<file path="config.mk">
export PLATFORM = sky130hd
export DESIGN_NAME = dmem_arbiter
export DESIGN_NICKNAME = d
export VERILOG_FILES = /design/src/rtl/dmem_arbiter_pkg.sv /design/src/rtl/arb_resp_pipe.sv /design/src/rtl/dmem_arbiter.sv
export SDC_FILE = /design/constraint.sdc
export NUM_CORES = 1
export LEC_CHECK = 0
export ABC_AREA = 1
export CAP_MARGIN = 20
export CORE_MARGIN = 1
export CORE_UTILIZATION = 37
export DETAILED_ROUTE_END_ITERATION = 10
export PLACE_DENSITY = 0.82
export SYNTH_ARGS = -nofsm -noshare
export SYNTH_HDL_FRONTEND = slang
export SYNTH_SLANG_ARGS = --single-unit
</file>
<file path="constraint.sdc">
create_clock -name Clk -period 1.5 [get_ports Clk]
set_input_delay 0.3 -clock Clk [delete_from_list [all_inputs] [get_ports Clk]]
set_output_delay 0.3 -clock Clk [all_outputs]
set_load 0.005 [all_outputs]
</file>
<file path="src/rtl/dmem_arbiter_pkg.sv">
// rtl/dmem_arbiter_pkg.sv - shared owner type and helpers for the data-memory arbiter
package dmem_arbiter_pkg;

  localparam int LOCK_W = 4;

  typedef enum logic [1:0] {
    OWN_NONE = 2'd0,
    OWN_CPU  = 2'd1,
    OWN_HOST = 2'd2
  } ArbOwner;

  function automatic string owner_to_string(input ArbOwner owner);
    case (owner)
      OWN_CPU:  return "CPU";
      OWN_HOST: return "HOST";
      default:  return "NONE";
    endcase
  endfunction

endpackage

</file>
<file path="src/rtl/arb_resp_pipe.sv">
// rtl/arb_resp_pipe.sv - two-deep read-owner tag pipeline that steers memory read data
module arb_resp_pipe
  import dmem_arbiter_pkg::*;
#(
  parameter int DATA_W = 16
) (
  input  logic              Clk,
  input  logic              ResetN,
  input  ArbOwner           issue_owner,
  input  logic [DATA_W-1:0] mem_rdata,
  output logic              cpu_rvalid,
  output logic [DATA_W-1:0] cpu_rdata,
  output logic              host_rvalid,
  output logic [DATA_W-1:0] host_rdata
);

  ArbOwner tag_q1;
  ArbOwner tag_q2;

  // Stage 1 lines up with mem_addr, stage 2 with the RAM's registered read data.
  always_ff @(posedge Clk or negedge ResetN) begin
    if (!ResetN) begin
      tag_q1 <= OWN_NONE;
      tag_q2 <= OWN_NONE;
    end else begin
      tag_q1 <= issue_owner;
      tag_q2 <= tag_q1;
    end
  end

  assign cpu_rvalid  = (tag_q2 == OWN_CPU);
  assign host_rvalid = (tag_q2 == OWN_HOST);
  assign cpu_rdata   = cpu_rvalid  ? mem_rdata : '0;
  assign host_rdata  = host_rvalid ? mem_rdata : '0;

endmodule

</file>
<file path="src/rtl/dmem_arbiter.sv">
// rtl/dmem_arbiter.sv - round-robin CPU/host arbiter for the single-port data memory
module dmem_arbiter
  import dmem_arbiter_pkg::*;
#(
  parameter int ADDR_W   = 8,
  parameter int DATA_W   = 16,
  parameter int MAX_LOCK = 4
) (
  input  logic              Clk,
  input  logic              ResetN,
  input  logic              cpu_req,
  input  logic              cpu_we,
  input  logic [ADDR_W-1:0] cpu_addr,
  input  logic [DATA_W-1:0] cpu_wdata,
  output logic              cpu_gnt,
  output logic              cpu_rvalid,
  output logic [DATA_W-1:0] cpu_rdata,
  output logic              cpu_stall,
  input  logic              host_req,
  input  logic              host_we,
  input  logic [ADDR_W-1:0] host_addr,
  input  logic [DATA_W-1:0] host_wdata,
  input  logic              host_lock,
  output logic              host_gnt,
  output logic              host_rvalid,
  output logic [DATA_W-1:0] host_rdata,
  output logic [ADDR_W-1:0] mem_addr,
  output logic              mem_wr,
  output logic [DATA_W-1:0] mem_wdata,
  input  logic [DATA_W-1:0] mem_rdata
);

  ArbOwner             last_owner;
  ArbOwner             issue_owner;
  logic [LOCK_W-1:0]   lock_cnt;
  logic                lock_full;

  assign lock_full = (lock_cnt >= LOCK_W'(MAX_LOCK));

  always_comb begin
    cpu_gnt  = 1'b0;
    host_gnt = 1'b0;
    if (cpu_req && host_req) begin
      if (host_lock) begin
        host_gnt = !lock_full;
        cpu_gnt  = lock_full;
      end else if (last_owner == OWN_CPU) begin
        host_gnt = 1'b1;
      end else begin
        cpu_gnt = 1'b1;
      end
    end else begin
      cpu_gnt  = cpu_req;
      host_gnt = host_req;
    end
  end

  assign cpu_stall = cpu_req & ~cpu_gnt;

  always_comb begin
    issue_owner = OWN_NONE;
    if (cpu_gnt && !cpu_we) begin
      issue_owner = OWN_CPU;
    end else if (host_gnt && !host_we) begin
      issue_owner = OWN_HOST;
    end
  end

  always_ff @(posedge Clk or negedge ResetN) begin
    if (!ResetN) begin
      last_owner <= OWN_HOST;
      lock_cnt   <= '0;
      mem_addr   <= '0;
      mem_wr     <= 1'b0;
      mem_wdata  <= '0;
    end else begin
      mem_wr <= 1'b0;
      if (cpu_gnt) begin
        last_owner <= OWN_CPU;
        mem_addr   <= cpu_addr;
        mem_wdata  <= cpu_wdata;
        mem_wr     <= cpu_we;
      end else if (host_gnt) begin
        last_owner <= OWN_HOST;
        mem_addr   <= host_addr;
        mem_wdata  <= host_wdata;
        mem_wr     <= host_we;
      end
      // Only host wins that actually kept a waiting CPU out count toward the lock budget.
      if (cpu_gnt || !host_lock) begin
        lock_cnt <= '0;
      end else if (host_gnt && cpu_req && !lock_full) begin
        lock_cnt <= lock_cnt + LOCK_W'(1);
      end
    end
  end

  arb_resp_pipe #(
    .DATA_W(DATA_W)
  ) u_resp_pipe (
    .Clk        (Clk),
    .ResetN     (ResetN),
    .issue_owner(issue_owner),
    .mem_rdata  (mem_rdata),
    .cpu_rvalid (cpu_rvalid),
    .cpu_rdata  (cpu_rdata),
    .host_rvalid(host_rvalid),
    .host_rdata (host_rdata)
  );

endmodule

</file>
==> summary.md <==
• worst endpoint required time: 1.20 ns
• run status: finished, violations left
• worst vdd ir: 0.4718 mV
• effective utilization at floorplan: 39.44%
• register area share after synthesis: 42.46%
• count of routing violations after the opening detailed-route iteration: 113
• via count of the first global-routing pass: 2,612
• Post-Synthesis Cells: 306
• yosys warns: 0
• Placer Congestion: 0.7457
• Slew headroom: 70.62%
• clock-pin transition on the worst setup and hold timing paths: 0.07 ns
• Leak Pwr: 2.206 nW
• Placement Setup Slack: -0.5578 ns
• Total Nets Final: 541
• synthesis-to-layout area growth: 89.34%
• number of placed instances with taps included: 511
• number of antenna violations at the first check in global routing: 0
• time the worst path needs with I/O delays and setup: 1.757 ns
• register bit total from synthesis: 35
• number of violations of the max-capacitance limit: 0
• global-route usage over all layers: 26.37%
• measured slew at the worst slew-check pin: 0.4407 ns
• nature of the critical path endpoint: output pin
• final critical-path share of the clock period: 117.1%
• power density over the cells: 747.0 mW/mm²
• Detailed Route WL: 7.548 mm
• fmax: 569.1 MHz
• M1 GR Usage: 28.03%
• ports placed on the boundary: 133
• Core Rows: 26
• synthesized area: 0.002066 mm²
• number of diodes: 0
• quantity of I/O buffers inserted on ports: 132
• Chip Width: 76.72 µm
• most common cell after layout, fill and taps aside: clkdlybuf4s50_1
• largest net degree at the start of global routing: 36
• # setup viols final: 36
• Vias/cell: 4.770
• clock tree skew after final layout: 0.003831 ns
• share of final-layout standard cells stronger than drive strength 1: 24.68%
• most frequent cells in the layout: clkdlybuf4s50_1, inv_1, nand3_1
• final routed wire length divided by cell count: 13.98 µm
• most heavily used metal layer in global routing: met2
• power consumption: 2.922 mW
• count of antenna-violating nets left after detailed routing: 0
• global-route wire length before repair: 12.26 mm
• unrepaired setup endpoints after global routing: yes
• count of hold buffers inserted by post-cts repair: 0
• number of buffers created by CTS: 5
• Worst Path Class, Setup: flip-flop to output pin
• worst setup slack after layout: -0.2572 ns
• residual overflow from global routing: 0
• cell at the root of the clock tree: clkbuf_8
• Max H-tree Level: 2
• startpoint kind of the worst setup timing path: flip-flop
• core area: 0.005238 mm²
• synthesized area per cell: 6.751 µm²
• total die area: 0.005886 mm²
• GR Layer Usage met2: 51.88%
• worst-case clock buffer depth: 2
• clock tree from TritonCTS: done
• Max Slew Vio Count: 0
• net count after synthesis: 378
• die boundary height: 76.72 µm
• number of remaining DRC errors: 0
• count of non-filler cells in the finished layout: 540
• Hold Fails Final Rpt: 0
• post-detailed-placement half-perimeter wirelength: 5.006 mm
• violated checks: setup timing
• worst skew pair latency: 0.28 ns
• sequential cell area: 877.1 µm²
• Pre-Repair DR Iteration Count: 4
• Hold Slack: 0.04545 ns
• filler cell count: 433
• Worst Reg-to-Reg Cells: 8
• CTS sink cnt: 35
• crit path DAT: 1.46 ns
• number of vias in the routed layout: 2,576
• multi-input logic area: 920.9 µm²
• number of different library cells in the post-synthesis netlist: 19
• class of the most critical hold timing path: input pin to asynchronous set/reset pin
• met3 track utilization from global routing: 5.952%
• Max Fanout on Critical Path: 5
## cells in the mapped netlist, drive strengths merged
cell type / n / area share, %
dfrtp: 34 / 41
nand3: 70 / 17
dfstp: 1 / 1.3
nand2: 65 / 12
xnor2: 1 / 0.42
ha: 1 / 0.61
a21oi: 1 / 0.24
o21ai: 3 / 0.73
clkbuf: 4 / 0.73
mux2: 1 / 0.55
buf: 11 / 3.6
inv: 73 / 13
nor2: 40 / 7.6
nand4: 1 / 0.30
## state kept, by name (all words and copies together) (netlist names)
| name | count |
|---|---|
| mem_wdata | 16 |
| mem_addr | 8 |
| lock_cnt | 4 |
| last_owner | 2 |
| u_resp_pipe.tag_q1 | 2 |
| u_resp_pipe.tag_q2 | 2 |
| mem_wr | 1 |
## routing by layer
metal  up-vias  routed length (µm)
met1      1200                2807
met3        14                 563
li1       1243                   -
met4         0                 110
met5         -                   0
met2       119                4067
## final timing paths
path | start | to | slack [ns]
worst min-delay path | ResetN | mem_wdata[14] | 0.05
min in group Clk | u_resp_pipe.tag_q1[1] | u_resp_pipe.tag_q2[1] | 0.36
worst max-delay path | u_resp_pipe.tag_q2[1] | cpu_rdata[15] | -0.26
worst min register to register | u_resp_pipe.tag_q1[1] | u_resp_pipe.tag_q2[1] | 0.36
worst max register to register | lock_cnt[2] | mem_addr[3] | 0.08
max in group asynchronous | ResetN | last_owner[1] | 1.12
## area by class of cell
class	instances	share of cell area, %
Inverter	73	7.070
Timing Repair Buffer	170	41.52
Clock buffer	6	2.111
Clock inverter	2	0.8957
Sequential cell	35	22.42
Timing Repair inverter	1	0.1919
Multi-Input combinational cell	183	23.54
Tap cell	70	2.239
## report_power, final
part	switching (mW)	total (mW)	leakage, nW	internal, mW
Clock	0.334	0.872	0.0612	0.538
Sequential	0.0532	1.10	0.427	1.04
Combinational	0.395	0.954	1.72	0.559
Total	0.782	2.92	2.21	2.14
## critical path, stage by stage, from the launching register on
cell	delay [ns]
dfrtp_1	0.41
nor2_4	0.16
clkinvlp_4	0.17
buf_4	0.17
nor2_2	0.07
clkdlybuf4s15_2	0.20
## logic make-up after synthesis
group | count (synthesis) | share of synthesized area (%)
buf+inv | 88 | 17.56
mux | 1 | 0.5451
simple gates | 176 | 37.43
xor+xnor | 1 | 0.4241
compound gates | 4 | 0.9687
fa+ha+maj | 1 | 0.6056
flops | 35 | 42.46
## repair_timing
action,in CTS,in global routing
pin swaps,10,7
endpoints found under the setup margin,63,63
cloned,2,0
buffers inserted,17,3
gates resized for setup,167,27
## metrics by stage
step	instance area [µm²]	util, %	setup TNS, ns
after floorplan	2066	-	0
after global placement	3541	67.61	-15.41
after detailed placement	3541	67.61	-17.68
after CTS	3819	72.91	-3.196
after global routing	3911	74.68	-6.814
final	3911	74.68	-4.746
Power figures use the tool's default switching activity.
